--- config.mk ---
export PLATFORM = sky130hd
export DESIGN_NAME = uart_fifo_ctrl_flat
export DESIGN_NICKNAME = d
export VERILOG_FILES = /design/src/rtl/uart_fifo_ctrl_if.sv /design/src/rtl/uart_fifo_ctrl.sv /design/src/flat_wrapper.sv
export SDC_FILE = /design/constraint.sdc
export NUM_CORES = 1
export LEC_CHECK = 0
export CAP_MARGIN = 5
export CELL_PAD_IN_SITES_DETAIL_PLACEMENT = 1
export CELL_PAD_IN_SITES_GLOBAL_PLACEMENT = 2
export CORE_ASPECT_RATIO = 1.1
export CORE_MARGIN = 5
export CORE_UTILIZATION = 27
export DETAILED_ROUTE_END_ITERATION = 10
export PLACE_DENSITY_LB_ADDON = 0.1
export SYNTH_ARGS = -nofsm -noshare
export SYNTH_HDL_FRONTEND = slang
export SYNTH_SLANG_ARGS = --single-unit
--- constraint.sdc ---
create_clock -name clk -period 2.7 [get_ports clk]
set_input_delay 0.405 -clock clk [delete_from_list [all_inputs] [get_ports clk]]
set_output_delay 0.405 -clock clk [all_outputs]
set_load 0.03 [all_outputs]
--- src/rtl/uart_fifo_ctrl_if.sv ---
// FT245-style FIFO bus, two transmit requester streams and the receive stream of uart_fifo_ctrl.
// slave = controller side, master = SOC/pad side.
interface uart_fifo_ctrl_if;
    logic       txe_n;
    logic       rxf_n;
    logic [7:0] uart_di;
    logic [7:0] uart_do;
    logic       uart_oe;
    logic       uart_wr;
    logic       uart_rd;
    logic       a_valid;
    logic [7:0] a_data;
    logic       a_ready;
    logic       b_valid;
    logic [7:0] b_data;
    logic       b_ready;
    logic       rx_valid;
    logic [7:0] rx_data;
    logic       rx_ready;
    logic       busy;

    modport slave (
        input  txe_n, rxf_n, uart_di, a_valid, a_data, b_valid, b_data, rx_ready,
        output uart_do, uart_oe, uart_wr, uart_rd, a_ready, b_ready, rx_valid, rx_data, busy
    );

    modport master (
        output txe_n, rxf_n, uart_di, a_valid, a_data, b_valid, b_data, rx_ready,
        input  uart_do, uart_oe, uart_wr, uart_rd, a_ready, b_ready, rx_valid, rx_data, busy
    );
endinterface

--- src/rtl/uart_fifo_ctrl.sv ---
// Purpose: round-robin sequencer (RX->A->B) for an FT245-style FIFO bus; UART_CTRL_STATS_EN adds tx/rx counters.
// Latency: TX grant to wr=1 in 2 cycles, grant-to-grant 3+PULSE_CYC+GAP_CYC (TX) / 1+PULSE_CYC+GAP_CYC (RX).
// Backpressure: TX held off by txe_n, RX held off by rxf_n or a full unconsumed rx_data register.
module uart_fifo_ctrl #(
    parameter int PULSE_CYC = 4,
    parameter int GAP_CYC   = 4
) (
    input  logic              clk,
    input  logic              rst,
    uart_fifo_ctrl_if.slave   bus
`ifdef UART_CTRL_STATS_EN
    ,
    output logic [15:0]       tx_count,
    output logic [15:0]       rx_count
`endif
);

    localparam logic [2:0] S_IDLE     = 3'd0;
    localparam logic [2:0] S_WR_SETUP = 3'd1;
    localparam logic [2:0] S_WR_PULSE = 3'd2;
    localparam logic [2:0] S_WR_HOLD  = 3'd3;
    localparam logic [2:0] S_RD_PULSE = 3'd4;
    localparam logic [2:0] S_RECOVER  = 3'd5;

    localparam logic [1:0] P_RX = 2'd0;
    localparam logic [1:0] P_A  = 2'd1;
    localparam logic [1:0] P_B  = 2'd2;

    localparam logic [3:0] PULSE_LD = 4'(PULSE_CYC - 1);
    localparam logic [3:0] GAP_LD   = 4'(GAP_CYC - 1);

    logic [2:0] state_q, state_d;
    logic [3:0] cnt_q, cnt_d;
    logic [1:0] rr_q, rr_d;
    logic [7:0] do_q, do_d;
    logic       rx_valid_q, rx_valid_d;
    logic [7:0] rx_data_q, rx_data_d;

    logic       elig_rx, elig_a, elig_b;
    logic       grant_vld;
    logic [1:0] grant;
    logic       a_rdy, b_rdy;
    logic       rx_sample;

    assign elig_rx = ~bus.rxf_n & (~rx_valid_q | bus.rx_ready);
    assign elig_a  = bus.a_valid & ~bus.txe_n;
    assign elig_b  = bus.b_valid & ~bus.txe_n;

    // rr_q names the requester with highest priority for the next search.
    always_comb begin
        grant_vld = 1'b1;
        grant     = P_RX;
        case (rr_q)
            P_A: begin
                if (elig_a)       grant = P_A;
                else if (elig_b)  grant = P_B;
                else if (elig_rx) grant = P_RX;
                else              grant_vld = 1'b0;
            end
            P_B: begin
                if (elig_b)       grant = P_B;
                else if (elig_rx) grant = P_RX;
                else if (elig_a)  grant = P_A;
                else              grant_vld = 1'b0;
            end
            default: begin
                if (elig_rx)      grant = P_RX;
                else if (elig_a)  grant = P_A;
                else if (elig_b)  grant = P_B;
                else              grant_vld = 1'b0;
            end
        endcase
    end

    always_comb begin
        state_d   = state_q;
        cnt_d     = cnt_q;
        rr_d      = rr_q;
        do_d      = do_q;
        a_rdy     = 1'b0;
        b_rdy     = 1'b0;
        rx_sample = 1'b0;
        case (state_q)
            S_IDLE: begin
                if (grant_vld) begin
                    rr_d = (grant == P_RX) ? P_A : ((grant == P_A) ? P_B : P_RX);
                    if (grant == P_RX) begin
                        state_d = S_RD_PULSE;
                        cnt_d   = PULSE_LD;
                    end else begin
                        state_d = S_WR_SETUP;
                        a_rdy   = (grant == P_A);
                        b_rdy   = (grant == P_B);
                        do_d    = (grant == P_A) ? bus.a_data : bus.b_data;
                    end
                end
            end
            S_WR_SETUP: begin
                state_d = S_WR_PULSE;
                cnt_d   = PULSE_LD;
            end
            S_WR_PULSE: begin
                if (cnt_q == 4'd0) state_d = S_WR_HOLD;
                else               cnt_d   = cnt_q - 4'd1;
            end
            S_WR_HOLD: begin
                state_d = S_RECOVER;
                cnt_d   = GAP_LD;
            end
            S_RD_PULSE: begin
                if (cnt_q == 4'd0) begin
                    rx_sample = 1'b1;
                    state_d   = S_RECOVER;
                    cnt_d     = GAP_LD;
                end else begin
                    cnt_d = cnt_q - 4'd1;
                end
            end
            S_RECOVER: begin
                if (cnt_q == 4'd0) state_d = S_IDLE;
                else               cnt_d   = cnt_q - 4'd1;
            end
            default: state_d = S_IDLE;
        endcase
    end

    // A sample landing in the same cycle as a consume leaves the new byte valid.
    always_comb begin
        rx_valid_d = rx_valid_q;
        rx_data_d  = rx_data_q;
        if (rx_valid_q && bus.rx_ready) rx_valid_d = 1'b0;
        if (rx_sample) begin
            rx_valid_d = 1'b1;
            rx_data_d  = bus.uart_di;
        end
    end

    always_ff @(posedge clk or negedge rst) begin
        if (!rst) begin
            state_q    <= S_IDLE;
            cnt_q      <= 4'd0;
            rr_q       <= P_RX;
            do_q       <= 8'd0;
            rx_valid_q <= 1'b0;
            rx_data_q  <= 8'd0;
        end else begin
            state_q    <= state_d;
            cnt_q      <= cnt_d;
            rr_q       <= rr_d;
            do_q       <= do_d;
            rx_valid_q <= rx_valid_d;
            rx_data_q  <= rx_data_d;
        end
    end

    // Strobes decode straight from state so an async reset drops them at once.
    assign bus.uart_wr  = (state_q == S_WR_PULSE);
    assign bus.uart_rd  = (state_q == S_RD_PULSE);
    assign bus.uart_oe  = (state_q == S_WR_SETUP) || (state_q == S_WR_PULSE) || (state_q == S_WR_HOLD);
    assign bus.uart_do  = do_q;
    assign bus.a_ready  = a_rdy;
    assign bus.b_ready  = b_rdy;
    assign bus.rx_valid = rx_valid_q;
    assign bus.rx_data  = rx_data_q;
    assign bus.busy     = (state_q != S_IDLE);

`ifdef UART_CTRL_STATS_EN
    logic [15:0] tx_count_q, tx_count_d;
    logic [15:0] rx_count_q, rx_count_d;

    always_comb begin
        tx_count_d = tx_count_q;
        rx_count_d = rx_count_q;
        if (state_q == S_WR_HOLD) tx_count_d = tx_count_q + 16'd1;
        if (rx_sample)            rx_count_d = rx_count_q + 16'd1;
    end

    always_ff @(posedge clk or negedge rst) begin
        if (!rst) begin
            tx_count_q <= 16'd0;
            rx_count_q <= 16'd0;
        end else begin
            tx_count_q <= tx_count_d;
            rx_count_q <= rx_count_d;
        end
    end

    assign tx_count = tx_count_q;
    assign rx_count = rx_count_q;
`endif

endmodule

--- src/flat_wrapper.sv ---
// flat-port wrapper written by rule: the top's interface ports become plain ports
module uart_fifo_ctrl_flat 
#(
    parameter int PULSE_CYC = 4,
    parameter int GAP_CYC   = 4
)
  (clk, rst, bus_txe_n, bus_rxf_n, bus_uart_di, bus_a_valid, bus_a_data, bus_b_valid, bus_b_data, bus_rx_ready, bus_uart_do, bus_uart_oe, bus_uart_wr, bus_uart_rd, bus_a_ready, bus_b_ready, bus_rx_valid, bus_rx_data, bus_busy);
  uart_fifo_ctrl_if bus_i ();
  input  logic clk;
  input  logic rst;
  input wire logic [$bits(bus_i.txe_n)-1:0] bus_txe_n;
  input wire logic [$bits(bus_i.rxf_n)-1:0] bus_rxf_n;
  input wire logic [$bits(bus_i.uart_di)-1:0] bus_uart_di;
  input wire logic [$bits(bus_i.a_valid)-1:0] bus_a_valid;
  input wire logic [$bits(bus_i.a_data)-1:0] bus_a_data;
  input wire logic [$bits(bus_i.b_valid)-1:0] bus_b_valid;
  input wire logic [$bits(bus_i.b_data)-1:0] bus_b_data;
  input wire logic [$bits(bus_i.rx_ready)-1:0] bus_rx_ready;
  output wire logic [$bits(bus_i.uart_do)-1:0] bus_uart_do;
  output wire logic [$bits(bus_i.uart_oe)-1:0] bus_uart_oe;
  output wire logic [$bits(bus_i.uart_wr)-1:0] bus_uart_wr;
  output wire logic [$bits(bus_i.uart_rd)-1:0] bus_uart_rd;
  output wire logic [$bits(bus_i.a_ready)-1:0] bus_a_ready;
  output wire logic [$bits(bus_i.b_ready)-1:0] bus_b_ready;
  output wire logic [$bits(bus_i.rx_valid)-1:0] bus_rx_valid;
  output wire logic [$bits(bus_i.rx_data)-1:0] bus_rx_data;
  output wire logic [$bits(bus_i.busy)-1:0] bus_busy;
  assign bus_i.txe_n = bus_txe_n;
  assign bus_i.rxf_n = bus_rxf_n;
  assign bus_i.uart_di = bus_uart_di;
  assign bus_i.a_valid = bus_a_valid;
  assign bus_i.a_data = bus_a_data;
  assign bus_i.b_valid = bus_b_valid;
  assign bus_i.b_data = bus_b_data;
  assign bus_i.rx_ready = bus_rx_ready;
  assign bus_uart_do = bus_i.uart_do;
  assign bus_uart_oe = bus_i.uart_oe;
  assign bus_uart_wr = bus_i.uart_wr;
  assign bus_uart_rd = bus_i.uart_rd;
  assign bus_a_ready = bus_i.a_ready;
  assign bus_b_ready = bus_i.b_ready;
  assign bus_rx_valid = bus_i.rx_valid;
  assign bus_rx_data = bus_i.rx_data;
  assign bus_busy = bus_i.busy;
  uart_fifo_ctrl #(.PULSE_CYC(PULSE_CYC), .GAP_CYC(GAP_CYC)) u_core (.clk(clk), .rst(rst), .bus(bus_i));
endmodule
==> metrics.txt, run 1 <==
FILL cells 624; final worst slack 201 ps; DR DRC count 0; top cell type by total area after synthesis dfrtp_1; pwr dens 1130 nW/um^2; crit path DAT 2090 ps; reg2reg end u_core.state_q[2]$_DFFE_PN0P_; drt first-iter violations 15; Num Clock Sinks 26; Worst slew margin 0.609; layout cell share with drive strength beyond 1 0.174; total chip power 0.00250 W; Starting Density 0.280; fin crit period 2500 ps; max-cap check violation count 0; Worst Clk Skew 6.43 ps; Max Freq 0.400 GHz; Resize count post-CTS 0; synthesized netlist cell count 144; core area 5400 sq um; Port Buf Inserts 53; synth top area cells dfrtp_1, mux2_2, o2bb2ai_1; unrepaired setup endpoints after global routing no; DP HPWL 3360 um; Synthesis Warnings 0; CTS max path bufs 2; # Post-CTS Setup Buffers 0; Critical Path RT 2300 ps; WS Path Type reg2out; vias in the first global route 1446; first-pass GRT wire length 7040 um; post-synthesis sequential area ratio 0.431; worst min path class in2async; share of the synthesized area in the top cell type 0.431; # rows 28; DR vias 1295; syn nets 179; Tot GR Track Use 0.124; Multi-input gate area 798 sq um; drt wl/cell 15.3 um; CTS clk-pin slew, worst paths 100 ps; Max FO, Critical Path 9; Syn Area/Cell 10.5 sq um; final count of negative-setup-slack endpoints 0; Syn Std Cell Area 1510 sq um; Slew Viols, Final 0; CTS buffer count 3; remaining antenna violation count after routing 0; clk_lat worst skew 270 ps; most common flop cell mapped by yosys dfrtp_1; final hold vios 0; Critical R2R Launch u_core.rr_q[0]$_DFFE_PN0P_; CTS tree done; Final Net Count 237; CTS Hold Bufs 0; die width 81.3 um; Final Wtd Congestion 0.744; vias per inst 4.69; Post-synth EDFFs 0; initial antenna violation count 0; Async SR Flop Fraction 1.00; I/O pin total 54; Setup crit end kind output pin; Layout area overhead 46.4%; Worst Reg2Reg Path Length in Cells 7; Synth cell types 40; CTS H-tree depth 1; top cell types by occurrence after synthesis dfrtp_1, nand2_1, mux2_2, nor2_1; gr ovfl total 0; critical path startpoint category flop; DIE HEIGHT 88.4 um; Place WS 321 ps; flops & latches, synth 26; die footprint 7190 sq um; FF-to-FF setup slack 490 ps; period utilisation layout 0.925; status finished, final reports clean; peak supply drop 0.510 mV; hold slack 489 ps; Post-Route Setup TNS 0 ps; FF+latch area 651 sq um; antenna fix cells 0; leak pwr 0.890 nW; DRT Pass-1 Iters 4; pin count of the biggest net entering global routing 27; Worst Tran Pin Value 584 ps; count leader, synth dfrtp_1; CTS root buf clkbuf_8; routed wire length 4230 um
[metrics by stage]
stage | std cells | cell area [sq um] | utilization
CTS | 276 | 2210 | 0.410
global route | 276 | 2210 | 0.410
finish | 276 | 2210 | 0.410
global placement | 272 | 2140 | 0.397
floorplan | 144 | 1510 | -
detailed placement | 272 | 2140 | 0.397
[report_power, final]
| part | switching, W | internal (W) |
|---|---|---|
| logic | 0.000814 | 0.000673 |
| clock network | 0.000126 | 0.000198 |
| registers | 0.000121 | 0.000568 |
| total | 0.00106 | 0.00144 |
[registers in the layout, summed over array words and instances, names as in the netlist]
signal / cells
u_core.state_q: 3
u_core.bus.uart_do: 8
u_core.bus.rx_data: 8
u_core.rr_q: 2
u_core.bus.rx_valid: 1
u_core.cnt_q: 4
[how the worst max path moves through the flow]
stage                              to                       start  cells after the start  slack [ps]
after floorplan           bus_b_ready  u_core.rr_q[0]$_DFFE_PN0P_                      7         530
after global routing      bus_a_ready  u_core.rr_q[0]$_DFFE_PN0P_                      7          10
after detailed placement  bus_a_ready                 bus_a_valid                      6         320
after global placement    bus_a_ready                bus_rx_ready                      6         390
after CTS                 bus_a_ready  u_core.rr_q[0]$_DFFE_PN0P_                      7         140
final                     bus_a_ready  u_core.rr_q[0]$_DFFE_PN0P_                      7         200
[kinds of logic (layout without fill, tap and decap cells)]
logic type      count (synthesis)  after routing  share of synthesized area
simple gates                   47             47                      0.185
compound gates                 41             41                      0.218
flops                          26             26                      0.431
buf+inv                        13             70                     0.0406
mux                            11             11                     0.0812
fa+ha+maj                       4              4                     0.0331
xor+xnor                        2              2                     0.0116
[final cells by class]
type                    instances  area share
clock buffers                   3      0.0187
multi-input cells             105       0.361
clock inverters                 1      0.0136
inverters                       7      0.0119
repair buffers                 59       0.258
flip-flops and latches         26       0.294
well taps                      75      0.0424
[layer usage]
| layer | track usage | share of wire | up-vias | routed length (um) |
|---|---|---|---|---|
| met4 | 0.0276 | 0.0062 | 0 | 26 |
| met5 | 0 | 0 | - | 0 |
| li1 | - | - | 642 | - |
| met2 | 0.213 | 0.49 | 33 | 2080 |
| met1 | 0.161 | 0.43 | 618 | 1820 |
| met3 | 0.0255 | 0.071 | 2 | 299 |
[critical path, stage by stage, from the launching register on]
cell	delay [ps]
dfrtp_1	390
inv_1	60
ha_1	370
o21bai_1	160
a21boi_1	140
nor3_4	330
and2_1	210
buf_4	170
[cells in the final DEF, fill, tap and decap left out, types with 2 or more instances in the layout]
cell type        synthesis  final
clkdlybuf4s50_1          0     51
dfrtp_1                 26     26
nand2_1                 13     13
nor2_1                  10     10
mux2_2                  10     10
a22oi_1                  8      8
o2bb2ai_1                8      8
buf_4                    0      8
inv_1                    7      7
o21ai_0                  5      5
nand2b_1                 4      4
o21bai_1                 4      4
a21oi_1                  4      4
ha_1                     4      4
and2_1                   3      3
clkbuf_8                 0      3
nor3_4                   2      2
nor2b_1                  2      2
or3_1                    2      2
nor3b_2                  2      2
nand2_2                  2      2
xnor2_1                  2      2
o21a_1                   2      2
a221oi_2                 2      2
No activity file was read; power rests on OpenSTA's default activity.
==> inputs of run 2 (changes only) <==
--- a/config.mk
+++ b/config.mk
@@ -11,7 +11,9 @@
 export CORE_ASPECT_RATIO = 1.1
 export CORE_MARGIN = 5
 export CORE_UTILIZATION = 27
+export CTS_CLUSTER_DIAMETER = 200
 export DETAILED_ROUTE_END_ITERATION = 10
+export GPL_TIMING_DRIVEN = 0
 export PLACE_DENSITY_LB_ADDON = 0.1
 export SYNTH_ARGS = -nofsm -noshare
 export SYNTH_HDL_FRONTEND = slang
==> run 2 against run 1 <==
Highest routed layer unchanged. Clock power rose by 2%. Utilization rose by 0.49 points. Wire length rose by 4.6%.
==> metrics.txt, run 2 (synthesized netlist as in run 1, its figures left out) <==
FF-to-FF setup slack 510 ps (+20 ps); Port Buf Inserts 53 (unchanged); leak pwr 0.898 nW (+0.99%); Worst Reg2Reg Path Length in Cells 7 (unchanged); routed wire length 4420 um (+4.6%); drt wl/cell 16.0 um (+4.2%); Non-Filler Instances 277 (+0.36%); placed instance count 272 (unchanged); Num Clock Sinks 26 (unchanged); period utilisation layout 0.954 (+0.0284); critical path startpoint category flop; DR vias 1321 (+2.0%); status finished, final reports clean; placed inst area 2130 sq um (-0.23%); max-cap check violation count 0 (unchanged); Finished Cell Area 2240 sq um (+1.2%); final count of negative-setup-slack endpoints 0 (unchanged); initial antenna violation count 0 (unchanged); die footprint 7190 sq um (unchanged); hold slack 126 ps (-363 ps); commonest cells after routing, fill and taps aside clkdlybuf4s50_1, dfrtp_1, nand2_1; vias in the first global route 1416 (-2.1%); fin crit period 2580 ps (+76.8 ps); CTS clk-pin slew, worst paths 100 ps (about the same); pwr dens 1140 nW/um^2 (+0.61%); drt first-iter violations 33 (+18); CTS Hold Bufs 0 (unchanged); Slew Viols, Final 0 (unchanged); gr ovfl total 0 (unchanged); Worst Clk Skew 3.56 ps (-2.87 ps); Max FO, Critical Path 10 (+1); Final Wtd Congestion 0.731 (-1.7%); die width 81.3 um (unchanged); Max Freq 0.388 GHz (-3.0%); total chip power 0.00255 W (+1.8%); worst min path class in2async; CTS H-tree depth 1 (unchanged); peak supply drop 0.426 mV (-17%); antenna fix cells 0 (unchanged); WS Path Type reg2out; crit path DAT 2170 ps (+80 ps); DRT Pass-1 Iters 4 (unchanged); first-pass GRT wire length 7130 um (+1.3%); Tot GR Track Use 0.128 (+0.00350); final worst slack 125 ps (-76.8 ps); Worst slew margin 0.595 (-0.0133); CTS tree done; Starting Density 0.280 (unchanged); layout cell share with drive strength beyond 1 0.198 (+0.0239); most common cell after layout, fill and taps aside clkdlybuf4s50_1; Critical R2R Launch u_core.rr_q[0]$_DFFE_PN0P_; CTS max path bufs 2 (unchanged); Setup crit end kind output pin; Final Net Count 238 (+0.42%); DIE HEIGHT 88.4 um (unchanged); DR DRC count 0 (unchanged); vias per inst 4.77 (+1.6%); pin count of the biggest net entering global routing 27 (unchanged); Place WS -318 ps (-639 ps); Layout area overhead 48.1%; final hold vios 0 (unchanged); reg2reg end u_core.cnt_q[0]$_DFFE_PN0P_; clk_lat worst skew 270 ps (about the same); # rows 28 (unchanged); DP HPWL 3470 um (+3.4%); CTS buffer count 3 (unchanged); remaining antenna violation count after routing 0 (unchanged); I/O pin total 54 (unchanged); Worst Tran Pin Value 607 ps (+22.5 ps); Critical Path RT 2300 ps (about the same); core area 5400 sq um (unchanged); CTS root buf clkbuf_8
[run 2: changes by cell type in the layout (fill, tap and decap cells not counted), sizes merged]
cell           change
clkdlybuf4s15      +1
clkdlybuf4s50      -1
clkbuf             +1
[run 2: repair_timing]
item | in CTS | in global routing
resized for setup | 5 | 10
setup buffers | 1 | 0
pin swaps | 1 | 0
gates cloned | 0 | 0
endpoints found under the setup margin | 2 | 2
[run 2: critical path, cell delays in order (launching register included)]
cell and delay [ps]:
dfrtp_1 420, buf_2 200, or3b_2 530, inv_1 70
clkdlybuf4s50_1 670
[run 2: per-stage QoR]
stage           util  setup TNS [ps]
6_report       0.415               0
5_1_grt        0.415           -5.55
4_1_cts        0.411           -37.8
3_5_place_dp   0.396            -616
3_3_place_gp   0.396            -590
2_1_floorplan      -               0
[run 2: routing by layer]
layer  share of wire  vias to the layer above  global-route usage
met4          0.0066                        0              0.0369
met2            0.49                       31               0.216
met1            0.44                      651               0.167
met3           0.054                        2              0.0214
li1                -                      637                   -
met5               0                        -                   0
[run 2: worst max path at each step]
stage / startpoint / to / cells past startpoint
5_1_grt: u_core.rr_q[0]$_DFFE_PN0P_ / bus_b_ready / 8
4_1_cts: u_core.rr_q[0]$_DFFE_PN0P_ / bus_a_ready / 6
3_5_place_dp: bus_a_valid / bus_a_ready / 7
2_1_floorplan: u_core.rr_q[0]$_DFFE_PN0P_ / bus_b_ready / 7
3_3_place_gp: bus_a_valid / bus_a_ready / 7
6_report: u_core.state_q[0]$_DFFE_PN0P_ / bus_uart_wr / 4
[run 2: report_power, final]
part           internal [W]  switching (W)  total [W]
clock              0.000199       0.000134   0.000332
combinational      0.000688       0.000851    0.00154
sequential         0.000567       0.000108   0.000675
[run 2: final cells by class]
cell class,count,area (sq um)
Multi-Input combinational cell,105,828
Fill cell,629,3160
Tap cell,75,93.8
Sequential cell,26,651
Clock inverter,1,30.0
Timing Repair Buffer,54,529
Clock buffer,3,41.3
Buffer,6,37.5
Inverter,7,26.3
